## config.mk

```make
export PLATFORM = sky130hd
export DESIGN_NAME = seven_seg_capture
export DESIGN_NICKNAME = d
export VERILOG_FILES = /design/src/rtl/seven_seg_capture.sv
export SDC_FILE = /design/constraint.sdc
export NUM_CORES = 1
export LEC_CHECK = 0
export BUFFER_PORTS_ARGS = -buffer_cell sky130_fd_sc_hd__buf_2
export CAP_MARGIN = 10
export CORE_UTILIZATION = 58
export CTS_CLUSTER_DIAMETER = 30
export DETAILED_ROUTE_END_ITERATION = 10
export GPL_TIMING_DRIVEN = 1
export PLACE_DENSITY_LB_ADDON = 0.1
export SLEW_MARGIN = 10
export SYNTH_ARGS = -nofsm -noshare
export SYNTH_HDL_FRONTEND = slang
export SYNTH_SLANG_ARGS = --single-unit
```

## constraint.sdc

```tcl
create_clock -name clk -period 3.61 [get_ports clk]
set_input_delay 0.5415 -clock clk [delete_from_list [all_inputs] [get_ports clk]]
set_output_delay 0.5415 -clock clk [all_outputs]
set_load 0.01 [all_outputs]
```

## src/rtl/seven_seg_capture.sv

```systemverilog
// Multiplexed seven-segment bus receiver: recovers one BCD value per digit with glitch filtering.
// Optional decimal-point capture is enabled by defining SEG_CAPTURE_DP_EN.
module seven_seg_capture #(
    parameter int unsigned NUM_DIGITS    = 4,
    parameter int unsigned STABLE_CYCLES = 8,
    parameter int unsigned CNT_W         = 8
) (
    input  logic                    clk,
    input  logic                    rst,
    input  logic [6:0]              lines,
    input  logic [NUM_DIGITS-1:0]   digit_en,
    output logic [4*NUM_DIGITS-1:0] value,
    output logic [NUM_DIGITS-1:0]   digit_valid,
    output logic [NUM_DIGITS-1:0]   err,
    output logic                    update,
    output logic                    frame_done
`ifdef SEG_CAPTURE_DP_EN
    ,
    input  logic                    dp,
    output logic [NUM_DIGITS-1:0]   dp_out
`endif
);

    localparam int unsigned IDX_W = (NUM_DIGITS > 1) ? $clog2(NUM_DIGITS) : 1;
`ifdef SEG_CAPTURE_DP_EN
    localparam int unsigned PAT_W = 8;
`else
    localparam int unsigned PAT_W = 7;
`endif

    typedef enum logic [1:0] {IDLE, SETTLE, CAPTURE, HOLD} state_t;

    state_t                  state, state_nx;
    logic [6:0]              s_lines;
    logic [NUM_DIGITS-1:0]   s_en;
    logic [PAT_W-1:0]        s_pat;
    logic [IDX_W-1:0]        s_idx;
    logic [3:0]              zeros;
    logic                    sel, blank, same;
    logic [IDX_W-1:0]        lat_idx, lat_idx_nx;
    logic [PAT_W-1:0]        lat_pat, lat_pat_nx;
    logic [CNT_W-1:0]        cnt, cnt_nx, cnt_sat;
    logic [NUM_DIGITS-1:0]   mask, mask_set;
    logic [3:0]              dec_val;
    logic                    dec_wr, dec_err;

`ifdef SEG_CAPTURE_DP_EN
    logic s_dp;
    always_ff @(posedge clk) begin
        if (rst) s_dp <= 1'b1;
        else     s_dp <= dp;
    end
    assign s_pat = {s_dp, s_lines};
`else
    assign s_pat = s_lines;
`endif

    always_ff @(posedge clk) begin
        if (rst) begin
            s_lines <= '1;
            s_en    <= '1;
        end else begin
            s_lines <= lines;
            s_en    <= digit_en;
        end
    end

    always_comb begin
        zeros = '0;
        s_idx = '0;
        for (int unsigned i = 0; i < NUM_DIGITS; i++) begin
            if (!s_en[i]) begin
                zeros = zeros + 4'd1;
                s_idx = IDX_W'(i);
            end
        end
        sel   = (zeros == 4'd1);
        blank = (s_lines == 7'b1111111);
        same  = (s_idx == lat_idx) && (s_pat == lat_pat);
    end

    assign cnt_sat = (cnt == '1) ? cnt : cnt + CNT_W'(1);

    always_ff @(posedge clk) begin
        if (rst) begin
            state   <= IDLE;
            cnt     <= '0;
            lat_idx <= '0;
            lat_pat <= '1;
        end else begin
            state   <= state_nx;
            cnt     <= cnt_nx;
            lat_idx <= lat_idx_nx;
            lat_pat <= lat_pat_nx;
        end
    end

    // CAPTURE is entered on the sample that brings the count to STABLE_CYCLES,
    // so a capture lands STABLE_CYCLES+2 cycles after the inputs settle.
    always_comb begin
        state_nx   = state;
        cnt_nx     = cnt;
        lat_idx_nx = lat_idx;
        lat_pat_nx = lat_pat;
        case (state)
            IDLE: begin
                cnt_nx = '0;
                if (sel && !blank) begin
                    lat_idx_nx = s_idx;
                    lat_pat_nx = s_pat;
                    cnt_nx     = CNT_W'(1);
                    state_nx   = SETTLE;
                end
            end
            SETTLE: begin
                if (!sel || blank) begin
                    state_nx = IDLE;
                end else if (same) begin
                    cnt_nx = cnt_sat;
                    if (cnt_sat == CNT_W'(STABLE_CYCLES)) state_nx = CAPTURE;
                end else begin
                    lat_idx_nx = s_idx;
                    lat_pat_nx = s_pat;
                    cnt_nx     = CNT_W'(1);
                end
            end
            CAPTURE: state_nx = HOLD;
            HOLD: begin
                if (!(sel && same)) state_nx = IDLE;
            end
            default: state_nx = IDLE;
        endcase
    end

    always_comb begin
        dec_val = 4'h0;
        dec_wr  = 1'b1;
        dec_err = 1'b0;
        case (lat_pat[6:0])
            7'b0000001: dec_val = 4'd0;
            7'b1001111: dec_val = 4'd1;
            7'b0010010: dec_val = 4'd2;
            7'b0000110: dec_val = 4'd3;
            7'b1001100: dec_val = 4'd4;
            7'b0100100: dec_val = 4'd5;
            7'b0100000: dec_val = 4'd6;
            7'b0001111: dec_val = 4'd7;
            7'b0000000: dec_val = 4'd8;
            7'b0000100: dec_val = 4'd9;
            7'b0110000: begin
                dec_val = 4'hE;
                dec_err = 1'b1;
            end
            default: begin
                dec_wr  = 1'b0;
                dec_err = 1'b1;
            end
        endcase
    end

    always_comb begin
        mask_set = mask;
        for (int unsigned i = 0; i < NUM_DIGITS; i++) begin
            if (lat_idx == IDX_W'(i)) mask_set[i] = 1'b1;
        end
    end

    always_ff @(posedge clk) begin
        if (rst) begin
            value       <= '0;
            digit_valid <= '0;
            err         <= '0;
            update      <= 1'b0;
            frame_done  <= 1'b0;
            mask        <= '0;
`ifdef SEG_CAPTURE_DP_EN
            dp_out      <= '0;
`endif
        end else begin
            update     <= 1'b0;
            frame_done <= 1'b0;
            if (state == CAPTURE) begin
                update <= 1'b1;
                for (int unsigned i = 0; i < NUM_DIGITS; i++) begin
                    if (lat_idx == IDX_W'(i)) begin
                        digit_valid[i] <= 1'b1;
                        err[i]         <= dec_err;
                        if (dec_wr) value[4*i +: 4] <= dec_val;
`ifdef SEG_CAPTURE_DP_EN
                        dp_out[i]      <= ~lat_pat[7];
`endif
                    end
                end
                if (mask_set == '1) begin
                    frame_done <= 1'b1;
                    mask       <= '0;
                end else begin
                    mask <= mask_set;
                end
            end
        end
    end

endmodule

```

==> out/metrics.yaml <==
run_status:
  status: "finished, final reports clean"
cts:
  post_cts_buffers: 0
  worstSkewPairLatency_ns: 0.35
  htree_num_levels: 3
  cts.reportedPaths.clkPinSlew_ns: 0.08
  clock_sinks: 60
  clockBufferDepth: 2
  cts_buffers: 9
  cts_tree: "built"
  cts_resized: 0
  postCtsHoldBufs: 0
  cts-root-buf: "clkbuf_8"
sta:
  max_freq_mhz: 342
  fin_crit_ns: 2.93
  setup_viol: 0
  fin_setup_tns_ns: 0
  rsz0062_at_grt: "no"
  hold_viol: 0
  relSlewSlack_pct: 39.4
  slew_viol_final: 0
  timing.final.crit_share_pct: 81.0
  worst_slew_pin_slew_ns: 0.909
  fin_skew_ns: 0.00954
cells_and_area:
  stdcell_count: 462
  num_antenna_cells: 0
  drive_above_1_share_pct: 21.9
  syn2layout_area_growth_pct: 11.3
  nets: 404
setup_path:
  crit_fanout: 14
  worstSetupPathType: "reg2reg"
  cp.arrival_ns: 3.17
  cp_cell_sequence: "inv_1 > ha_1 > xnor2_1 > ha_1 > nor4b_2 > nor4_2 > or3_4 > or2_1 > o311a_1"
  start_kind: "flip-flop"
  critPathSlowestCell: "or3_4"
  critPathRequiredTime_ns: 3.85
  cp_slowest_stage_delay_ns: 0.48
  cp-end-kind: "flip-flop"
  cpMostUsedCell: "ha_1"
synthesis:
  synth_area_leaders: "dfxtp_1 (38%), a211oi_1 (4.3%), nand2_1 (3.6%)"
  synthesis.nets: 382
  synth-async-reset-ratio_pct: 0
  postSynthCellCount: 365
  synth-main-ff-cell: "dfxtp_1"
  synth_edf_count: 0
  ys_ff_latch: 60
  netlist_area_um2: 3120
  synth_top_area_share_pct: 38.5
  yosysUniqueCellTypes: 67
  synth_warnings: 0
  yosys.area.top_type: "dfxtp_1"
  yosysSeqAreaShare_pct: 38.5
  postSynthAreaPerCell_um2: 8.55
route:
  vias: 2687
  drtIter0Drc: 272
  avgViaCountPerCell: 5.82
  wire_per_inst_um: 14.2
  first_pass_iters: 5
  drtAntennaViolNets: 0
  drt-total-wl_um: 6570
  drc: 0
grt:
  grt_pass1_wl_um: 10700
  grt_max_degree: 45
  grt-ovfl-total: 0
  grt_use_total_pct: 25.2
  grt_pass1_vias: 2340
  antenna_found_initial: 0
worst_hold_path:
  hp-class: "in2reg"
floorplanning:
  coreArea_um2: 5140
  die_area_um2: 5680
  start_util_pct: 60.7
  row_count: 26
  io_pins: 39
  chipWidth_um: 75.4
  die_h_um: 75.4
power_and_ir_drop:
  comb_power_share_pct: 12.0
  clockPowerShare_pct: 37.9
  p_per_area_nw_per_um2: 423
  p_leak_nw: 1.38
  max-vdd-ir-drop_mv: 0.356
  internal_power_mw: 1.02
  swShare_pct: 30.4
  p_total_mw: 1.47
  p_sw_mw: 0.447
  seq_power_share_pct: 50.1
placed_design:
  dp.final_hpwl_um: 4600
  port_buffers: 38
  gp_congestion: 0.800
  dpl.cell_count: 446
job:
  max_cap_viol_count: 0
-- per-layer routing --
metal  share of wire (%)  track usage, %  vias up  routed length, um
met2                  46            38.4       60               3030
met1                  49            34.4     1249               3200
met3                 3.7            7.14       10                246
li1                    -               -     1368                  -
met5                   0               0        -                  0
met4                 1.4            8.85        0                 89
-- cell families (layout without fill, tap and decap cells) --
kind of cell | count (synthesis) | count (layout) | share of synthesized area (%)
compound gates | 104 | 104 | 24.8
simple gates | 128 | 128 | 23.6
xor+xnor | 11 | 11 | 3.09
mux | 5 | 5 | 1.60
flops | 60 | 60 | 38.5
buf+inv | 53 | 80 | 6.85
fa+ha+maj | 4 | 4 | 1.60
-- power by group through the flow --
stage	Sequential, mW	Combinational (mW)	Clock [mW]
finish	0.736	0.176	0.557
global route	0.741	0.197	0.596
CTS	0.735	0.176	0.569
detailed placement	0.750	0.175	0
global placement	0.749	0.169	0
floorplan	0.712	0.180	0
-- Yosys cell counts, types with 2 or more instances --
master,count
a211oi_1,18
o21a_1,5
nor3b_1,4
nand2_1,30
or2_2,13
and3b_1,3
nand4b_1,2
inv_1,22
nor4_1,4
or3_4,2
o21bai_1,3
a31oi_1,4
a2111oi_2,2
nor2_1,18
xnor2_1,10
ha_1,4
and4_1,3
nand2b_1,4
and2_1,4
clkbuf_1,23
and3_1,3
o211ai_1,8
buf_2,6
nand3_1,12
o31ai_1,3
nor3_1,5
nand4_1,5
dfxtp_1,60
nor4b_2,2
o21ai_0,18
mux2i_1,5
nor2b_1,6
o21ai_1,3
o22ai_1,2
a21oi_1,11
a32o_1,2
a221oi_1,4
a22oi_1,2
a21boi_0,2
-- cell usage in the layout (no fill, tap or decap), types with 3 or more instances in the layout --
master    instances
a211oi_1         18
a21oi_1          11
a221oi_1          4
a31oi_1           4
and2_1            4
and3_1            3
and3b_1           3
and4_1            3
buf_2            38
buf_4             3
clkbuf_8          9
dfxtp_1          60
ha_1              4
inv_1            22
inv_6             3
mux2i_1           5
nand2_1          30
nand2b_1          4
nand3_1          12
nand4_1           5
nor2_1           18
nor2b_1           6
nor3_1            5
nor3b_1           4
nor4_1            4
o211ai_1          8
o21a_1            5
o21ai_0          18
o21ai_1           3
o21bai_1          3
o31ai_1           3
or2_2            13
xnor2_1          10
-- sequential cells by signal, indices dropped and copies added (netlist names), 2 cells and up, named ones only --
| register | flops |
|---|---|
| value | 16 |
| cnt | 8 |
| lat_pat | 7 |
| s_lines | 7 |
| digit_valid | 4 |
| err | 4 |
| mask | 4 |
| s_en | 4 |
| lat_idx | 2 |
-- cell type report --
| cell class | count | area (um2) |
|---|---|---|
| Timing Repair Buffer | 41 | 213 |
| Clock inverter | 7 | 57.6 |
| Sequential cell | 60 | 1200 |
| Inverter | 23 | 86.3 |
| Tap cell | 70 | 87.6 |
| Multi-Input combinational cell | 252 | 1710 |
| Fill cell | 463 | 1660 |
| Clock buffer | 9 | 124 |
-- stage by stage --
stage                     hold WS [ns]  utilization (%)  setup slack (ns)  cell area (um2)
final                            0.362             67.6             0.684             3480
after global routing             0.352             67.6             0.569             3480
after CTS                        0.349             67.6             0.697             3480
after detailed placement         0.444             64.1             0.717             3290
after global placement           0.441             64.1             0.819             3290
after floorplan                  0.434                -             0.931             3120
-- critical path: cells and delay by family, from the launching register on --
family                     cells  cell delay (ns)
and+or+nand+nor                4             1.23
adders and majority gates      2             0.69
DFF                            1             0.36
AOI/OAI and AO/OA              1             0.31
xor gates and xnor gates       1             0.16
buffers and inverters          1             0.06
-- path summary, 6_finish.rpt --
check / endpoint / from / cells past startpoint / slack (ns)
setup / recovery: lat_idx[0] / s_en[1] / 9 / 0.68
hold / removal: s_lines[6] / lines[6] / 2 / 0.36
hold reg to reg: value[8] / value[8] / 2 / 0.45
setup reg to reg: lat_idx[0] / s_en[1] / 9 / 0.68
No activity file was read; power rests on OpenSTA's default activity.
